<file path="src/rtl/host_reg_if_pkg.sv">
// Register map offsets, event bit positions and host address decode
// shared by the SD host register interface.
package host_reg_if_pkg;

    localparam logic [31:0] OFF_BLK     = 32'h0000_0004;
    localparam logic [31:0] OFF_ARG     = 32'h0000_0008;
    localparam logic [31:0] OFF_CMD     = 32'h0000_000C;
    localparam logic [31:0] OFF_RESP    = 32'h0000_0010;
    localparam logic [31:0] OFF_PSTATE  = 32'h0000_0024;
    localparam logic [31:0] OFF_BGAP    = 32'h0000_0028;
    localparam logic [31:0] OFF_SWRST   = 32'h0000_002C;
    localparam logic [31:0] OFF_INTSTS  = 32'h0000_0030;
    localparam logic [31:0] OFF_INTEN   = 32'h0000_0034;
    localparam logic [31:0] OFF_ADMA_LO = 32'h0000_0058;
    localparam logic [31:0] OFF_ADMA_HI = 32'h0000_005C;

    localparam int NIS_CMD_DONE    = 0;
    localparam int NIS_XFER_DONE   = 1;
    localparam int EIS_CMD_TIMEOUT = 0;
    localparam int EIS_ADMA_ERR    = 9;
    localparam int SRA_BIT         = 24;

    typedef enum logic [3:0] {
        SEL_NONE,
        SEL_BLK,
        SEL_ARG,
        SEL_CMD,
        SEL_RESP,
        SEL_PSTATE,
        SEL_BGAP,
        SEL_SWRST,
        SEL_INTSTS,
        SEL_INTEN,
        SEL_ADMA_LO,
        SEL_ADMA_HI
    } reg_sel_e;

    // Byte address in, register select out; the two low address bits are don't-care.
    function automatic reg_sel_e decode_addr(input logic [31:0] i_addr);
        reg_sel_e w_sel;
        case (i_addr & 32'hFFFF_FFFC)
            OFF_BLK:     w_sel = SEL_BLK;
            OFF_ARG:     w_sel = SEL_ARG;
            OFF_CMD:     w_sel = SEL_CMD;
            OFF_RESP:    w_sel = SEL_RESP;
            OFF_PSTATE:  w_sel = SEL_PSTATE;
            OFF_BGAP:    w_sel = SEL_BGAP;
            OFF_SWRST:   w_sel = SEL_SWRST;
            OFF_INTSTS:  w_sel = SEL_INTSTS;
            OFF_INTEN:   w_sel = SEL_INTEN;
            OFF_ADMA_LO: w_sel = SEL_ADMA_LO;
            OFF_ADMA_HI: w_sel = SEL_ADMA_HI;
            default:     w_sel = SEL_NONE;
        endcase
        return w_sel;
    endfunction

endpackage

</file>
<file path="src/rtl/host_reg_if_w1c_status16.sv">
// 16-bit interrupt status: events set bits, host write-1 clears them (set wins),
// plus the matching enable register and the masked pending flag.
module w1c_status16 (
    input  logic        i_clk,
    input  logic        i_rst,
    input  logic [15:0] i_evt,
    input  logic        i_clr_we,
    input  logic [15:0] i_clr_data,
    input  logic        i_en_we,
    input  logic [15:0] i_en_data,
    output logic [15:0] o_status,
    output logic [15:0] o_en,
    output logic        o_pend
);

    logic [15:0] r_status;
    logic [15:0] r_en;
    logic [15:0] w_clr;

    assign w_clr = i_clr_we ? i_clr_data : 16'h0000;

    always_ff @(posedge i_clk) begin
        if (i_rst) begin
            r_status <= 16'h0000;
            r_en     <= 16'h0000;
        end else begin
            r_status <= (r_status & ~w_clr) | i_evt;
            if (i_en_we) begin
                r_en <= i_en_data;
            end
        end
    end

    assign o_status = r_status;
    assign o_en     = r_en;
    assign o_pend   = |(r_status & r_en);

endmodule

</file>
<file path="src/rtl/host_reg_if.sv">
// SD host register bus interface: register map decode, engine control registers,
// W1C interrupt status, registered read port and software reset.
module host_reg_if
    import host_reg_if_pkg::*;
#(
    parameter int ADDR_W         = 13,
    parameter bit CMD_INHIBIT_EN = 1'b1
) (
    input  logic              CLK,
    input  logic              RESET,
    input  logic [ADDR_W-1:0] addrs,
    input  logic [31:0]       wr_data,
    input  logic              wr_en,
    input  logic              rd_en,
    output logic [31:0]       rd_data,
    output logic              rd_valid,
    output logic [15:0]       blk_size,
    output logic [15:0]       blk_count,
    output logic [31:0]       cmd_arg,
    output logic [15:0]       xfer_mode,
    output logic [15:0]       command,
    output logic [15:0]       blk_gap_ctrl,
    output logic [63:0]       adma_addr,
    output logic              cmd_issue,
    output logic              sw_rst,
    input  logic              cmd_busy,
    input  logic [31:0]       present_state,
    input  logic              resp_load,
    input  logic [31:0]       resp_data,
    input  logic [15:0]       nis_evt,
    input  logic [15:0]       eis_evt,
    output logic              irq,
    output logic              wr_reject
);

    reg_sel_e    w_sel;
    logic        w_rst;
    logic        w_cmd_wr;
    logic        w_cmd_rej;
    logic        w_cmd_ok;
    logic        w_sts_we;
    logic        w_en_we;
    logic [15:0] w_nis;
    logic [15:0] w_eis;
    logic [15:0] w_nis_en;
    logic [15:0] w_eis_en;
    logic        w_nis_pend;
    logic        w_eis_pend;
    logic [31:0] w_rd_mux;

    logic [15:0] r_blk_size;
    logic [15:0] r_blk_count;
    logic [31:0] r_cmd_arg;
    logic [15:0] r_xfer_mode;
    logic [15:0] r_command;
    logic [15:0] r_bgap;
    logic [63:0] r_adma;
    logic [31:0] r_resp;
    logic [31:0] r_rd_data;
    logic        r_rd_valid;
    logic        r_cmd_issue;
    logic        r_sw_rst;
    logic        r_irq;
    logic        r_wr_reject;

    // The sw_rst pulse cycle acts exactly like an external reset on the following edge.
    assign w_rst     = RESET | r_sw_rst;
    assign w_sel     = decode_addr({{(32-ADDR_W){1'b0}}, addrs});
    assign w_cmd_wr  = wr_en && (w_sel == SEL_CMD);
    assign w_cmd_rej = w_cmd_wr && CMD_INHIBIT_EN && cmd_busy;
    assign w_cmd_ok  = w_cmd_wr && !w_cmd_rej;
    assign w_sts_we  = wr_en && (w_sel == SEL_INTSTS);
    assign w_en_we   = wr_en && (w_sel == SEL_INTEN);

    w1c_status16 u_nis (
        .i_clk      (CLK),
        .i_rst      (w_rst),
        .i_evt      (nis_evt),
        .i_clr_we   (w_sts_we),
        .i_clr_data (wr_data[15:0]),
        .i_en_we    (w_en_we),
        .i_en_data  (wr_data[15:0]),
        .o_status   (w_nis),
        .o_en       (w_nis_en),
        .o_pend     (w_nis_pend)
    );

    w1c_status16 u_eis (
        .i_clk      (CLK),
        .i_rst      (w_rst),
        .i_evt      (eis_evt),
        .i_clr_we   (w_sts_we),
        .i_clr_data (wr_data[31:16]),
        .i_en_we    (w_en_we),
        .i_en_data  (wr_data[31:16]),
        .o_status   (w_eis),
        .o_en       (w_eis_en),
        .o_pend     (w_eis_pend)
    );

    always_comb begin
        w_rd_mux = 32'h0;
        case (w_sel)
            SEL_BLK:     w_rd_mux = {r_blk_count, r_blk_size};
            SEL_ARG:     w_rd_mux = r_cmd_arg;
            SEL_CMD:     w_rd_mux = {r_command, r_xfer_mode};
            SEL_RESP:    w_rd_mux = r_resp;
            SEL_PSTATE:  w_rd_mux = present_state;
            SEL_BGAP:    w_rd_mux = {16'h0000, r_bgap};
            SEL_INTSTS:  w_rd_mux = {w_eis, w_nis};
            SEL_INTEN:   w_rd_mux = {w_eis_en, w_nis_en};
            SEL_ADMA_LO: w_rd_mux = r_adma[31:0];
            SEL_ADMA_HI: w_rd_mux = r_adma[63:32];
            default:     w_rd_mux = 32'h0;
        endcase
    end

    always_ff @(posedge CLK) begin
        if (w_rst) begin
            r_blk_size  <= 16'h0;
            r_blk_count <= 16'h0;
            r_cmd_arg   <= 32'h0;
            r_xfer_mode <= 16'h0;
            r_command   <= 16'h0;
            r_bgap      <= 16'h0;
            r_adma      <= 64'h0;
            r_resp      <= 32'h0;
            r_rd_data   <= 32'h0;
            r_rd_valid  <= 1'b0;
            r_cmd_issue <= 1'b0;
            r_sw_rst    <= 1'b0;
            r_irq       <= 1'b0;
            r_wr_reject <= 1'b0;
        end else begin
            r_rd_valid  <= rd_en;
            r_rd_data   <= rd_en ? w_rd_mux : 32'h0;
            r_cmd_issue <= w_cmd_ok;
            r_sw_rst    <= wr_en && (w_sel == SEL_SWRST) && wr_data[SRA_BIT];
            r_irq       <= w_nis_pend | w_eis_pend;
            if (w_cmd_rej) begin
                r_wr_reject <= 1'b1;
            end else if (w_cmd_ok) begin
                r_wr_reject <= 1'b0;
            end
            if (resp_load) begin
                r_resp <= resp_data;
            end
            if (wr_en) begin
                case (w_sel)
                    SEL_BLK:     {r_blk_count, r_blk_size} <= wr_data;
                    SEL_ARG:     r_cmd_arg <= wr_data;
                    SEL_CMD:     if (w_cmd_ok) {r_command, r_xfer_mode} <= wr_data;
                    SEL_BGAP:    r_bgap <= wr_data[15:0];
                    SEL_ADMA_LO: r_adma[31:0] <= wr_data;
                    SEL_ADMA_HI: r_adma[63:32] <= wr_data;
                    default:     ;
                endcase
            end
        end
    end

    assign rd_data      = r_rd_data;
    assign rd_valid     = r_rd_valid;
    assign blk_size     = r_blk_size;
    assign blk_count    = r_blk_count;
    assign cmd_arg      = r_cmd_arg;
    assign xfer_mode    = r_xfer_mode;
    assign command      = r_command;
    assign blk_gap_ctrl = r_bgap;
    assign adma_addr    = r_adma;
    assign cmd_issue    = r_cmd_issue;
    assign sw_rst       = r_sw_rst;
    assign irq          = r_irq;
    assign wr_reject    = r_wr_reject;

endmodule

</file>
<file path="config.mk">
export PLATFORM = sky130hd
export DESIGN_NAME = host_reg_if
export DESIGN_NICKNAME = d
export VERILOG_FILES = /design/src/rtl/host_reg_if_pkg.sv /design/src/rtl/host_reg_if_w1c_status16.sv /design/src/rtl/host_reg_if.sv
export SDC_FILE = /design/constraint.sdc
export NUM_CORES = 1
export LEC_CHECK = 0
export ABC_AREA = 1
export CORE_MARGIN = 4
export CORE_UTILIZATION = 45
export DETAILED_ROUTE_END_ITERATION = 8
export DONT_BUFFER_PORTS = 1
export PLACE_DENSITY_LB_ADDON = 0.15
export SLEW_MARGIN = 20
export SYNTH_ARGS = -nofsm -noshare
export SYNTH_HDL_FRONTEND = slang
export SYNTH_HIERARCHICAL = 1
export SYNTH_SLANG_ARGS = --single-unit
</file>
<file path="constraint.sdc">
create_clock -name CLK -period 2 [get_ports CLK]
set_input_delay 0.4 -clock CLK [delete_from_list [all_inputs] [get_ports CLK]]
set_output_delay 0.4 -clock CLK [all_outputs]
set_load 0.05 [all_outputs]
</file>
==> flow_summary.ini <==
[synthesis]
yosysUniqueCellTypes = 35
synth_compound_area_share_pct = 19.3
synth.yosys.seq_area_share_pct = 45.4
synth_cells = 1894
synth.ff_latch_count = 309
syn-mean-instance-area_um2 = 7.20
post_synth_and_or_nand_nor_area_fraction_pct = 24.2
dominant_combinational_cell_family_by_area_after_synthesis = simple AND/OR/NAND/NOR gates
area_of_the_mapped_netlist_mm2 = 0.0136
mux_cell_area_share_after_synthesis_pct = 0
synth_warnings = 6
synth-xor-area-share_pct = 0
postSynthNetCount = 2041
synth-adder-area-share_pct = 0

[pwr]
power.static_leakage_nw = 6.64
p_sw_mw = 2.96
netSwitchingFraction_pct = 21.9
power.clock.fraction_pct = 50.3
overall_power_mw = 13.5
cell_internal_pwr_mw = 10.5
power_density_mw_per_mm2 = 838
vdd_drop_max_mv = 0.655
p_comb_share_pct = 2.9
share_seq_of_total_power_pct = 46.8

[finish]
layout-drive-gt1-share_pct = 13.5
fin_nets = 2088
n_fill_cell = 2930
finalCoreUtilization_pct = 54.0
layout.cells.most_common_list = nand2_1 (358), dfxtp_1 (309), a21oi_1 (233)
finalNonFillerCells = 2364
most_common_cell_after_layout_fill_and_taps_aside = nand2_1
flow.area_growth_from_synthesis_pct = 18.1

[sta]
timing.final.hold_violations = 0
worst_hold_slack_ps = 9.38
timing.slew.headroom_pct = 22.0
tightest_slew_ps = 1170
clock_skew_ps = 23.3
timing_max_transition_violations_final = 0
grt_setup_unrepaired = false
finalCriticalPeriod_ps = 1850
min_period_over_period_pct = 92.5
setup_tns_ps = 0
highest_achievable_clock_rate_mhz = 541
setup_viol = 0

[clock_tree]
ctsRootBufferMaster = clkbuf_16
htree_levels = 2
worst_skew_pair.late_latency_ps = 510
post_cts.repair.setup_buffers = 0
worst_setup_hold_path_clk_slew_ps = 60
tritoncts = done
clock-sinks = 309
clock_path_buffers = 3
cts_buffers = 35

[critical_path]
timing.critical_path.required_ps = 2440
type_of_element_capturing_the_critical_path = register
critical_path_cell_count = 12
critical_path_at_ps = 2290
kind_of_critical_path = in2reg
worst_path_max_delay_cell = nor2_1
cpLargestDelayFamily = simple AND/OR/NAND/NOR gates
chain_of_cells_forming_the_critical_path = inv_1, nand2_2, inv_1, nand2_2, a21oi_1, nor2_1, nand4_1, nand2_1, nor2_1, nand3_1, nand2_1, inv_1
critical_path.max_stage_delay_ps = 870
path_max_fanout = 9
path_common_cell = inv_1
critical_path.n_buffers_inverters = 3
reg2regPathDepth = 5
cp-start-kind = primary input

[drt]
drt-initial-drc-count = 1132
post-route-drc-count = 0
routed_via_density = 5.64
drtAntennaViolNets = 0
via_count = 13344
dr_pass1_iterations = 6
postRouteWirelength_um = 53200
wl_per_cell_um = 22.5

[worst_hold_path]
hold_path_depth = 2
min-delay-path-class = in2reg

[grt]
grt_pass1_wl_um = 78200
grt_pass1_vias = 12755
antenna_found_initial = 10
grt_overflow = 0
grt_max_degree = 169
grt_util_all_layers_pct = 30.3

[placement]
dpl.cell_count = 2293
final_weighted_congestion_in_routability_driven_placement = 0.936
hpwl_um = 38000
portBuffers = 0

[die]
fp.dieW_um = 182
core_region_area_mm2 = 0.0298
initial_core_util_pct = 45.8
floorplan.rows = 63
dieArea_mm2 = 0.0331
floorplan.die.height_um = 182
io-pin-count = 360

[flow_run]
max_cap_violations = 0

[status]
run_status = finished clean
## synthesized netlist by cell type (all sizes together)
cell type / count / area share (%)
nand3b: 4 / 0.22
nand3: 105 / 4.1
nor3: 2 / 0.16
clkbuf: 55 / 1.5
nand2: 390 / 11
nand4: 66 / 3.0
o21ai: 218 / 8.0
dfxtp: 309 / 45
a21oi: 253 / 9.8
nor4: 4 / 0.18
o22ai: 32 / 1.5
clkinv: 3 / 0.083
buf: 69 / 3.4
and3: 1 / 0.046
inv: 218 / 6.1
nor2: 158 / 4.8
and2: 7 / 0.32
## registers in the layout, indices dropped and copies added (netlist names), 32 cells and up
name / cells
rd_data: 32
r_resp: 32
cmd_arg: 32
adma_addr: 64
## logic make-up (layout without fill, tap and decap cells)
family          Yosys count  after routing
flops                   309            309
compound gates          503            503
other cells               0              7
simple gates            737            737
buf+inv                 345            418
## area by class of cell
type / instances / area, um2 / share of cell area, %
inverter: 221 / 846 / 5.25
sequential: 309 / 6190 / 38.4
clock inverter: 8 / 118 / 0.730
clock buffer: 55 / 1100 / 6.85
timing repair buffer: 134 / 1360 / 8.44
multi-input combinational: 1240 / 5980 / 37.2
antenna: 7 / 17.5 / 0.109
tap: 390 / 488 / 3.03
## layer usage
metal	up-vias	wire length (um)	GRT usage, %
met5	-	37	0
met4	6	2610	13.6
met3	140	5750	9.47
met2	687	25000	50.4
met1	6207	19900	36.0
li1	6304	-	-
## metrics by stage
step                      cell area (um2)  setup WS, ps
final                               16100           150
after global routing                16100         0.189
after CTS                           16100           178
after detailed placement            14900          -318
after global placement              14900          -287
after floorplan                     13600          47.7
## power by group through the flow
stage | Combinational (mW) | Clock, mW | Sequential (mW)
floorplan | 0.268 | 0 | 6.43
detailed placement | 0.391 | 0 | 6.45
global route | 0.440 | 7.10 | 6.32
global placement | 0.385 | 0 | 6.44
CTS | 0.393 | 6.84 | 6.31
finish | 0.397 | 6.79 | 6.31
## worst paths after layout
check,start,to,slack [ps]
max,addrs[10],rd_data[27]$_SDFF_PP0_,150
min,eis_evt[0],u_eis/o_status[0]$_SDFF_PP0_,9
max reg2reg,sw_rst$_SDFF_PP0_,command[9]$_SDFFE_PP0P_,270
min reg2reg,r_resp[2]$_SDFFE_PP0P_,r_resp[2]$_SDFFE_PP0P_,450
## what timing repair did
action / 4_1_cts / 5_1_grt
setup endpoints to repair: 0 / 0
gates resized for setup: 0 / 0
hold endpoints to repair: 1 / 0
hold buffers: 1 / 0
Note: power is estimated with default switching activity, not from simulation.
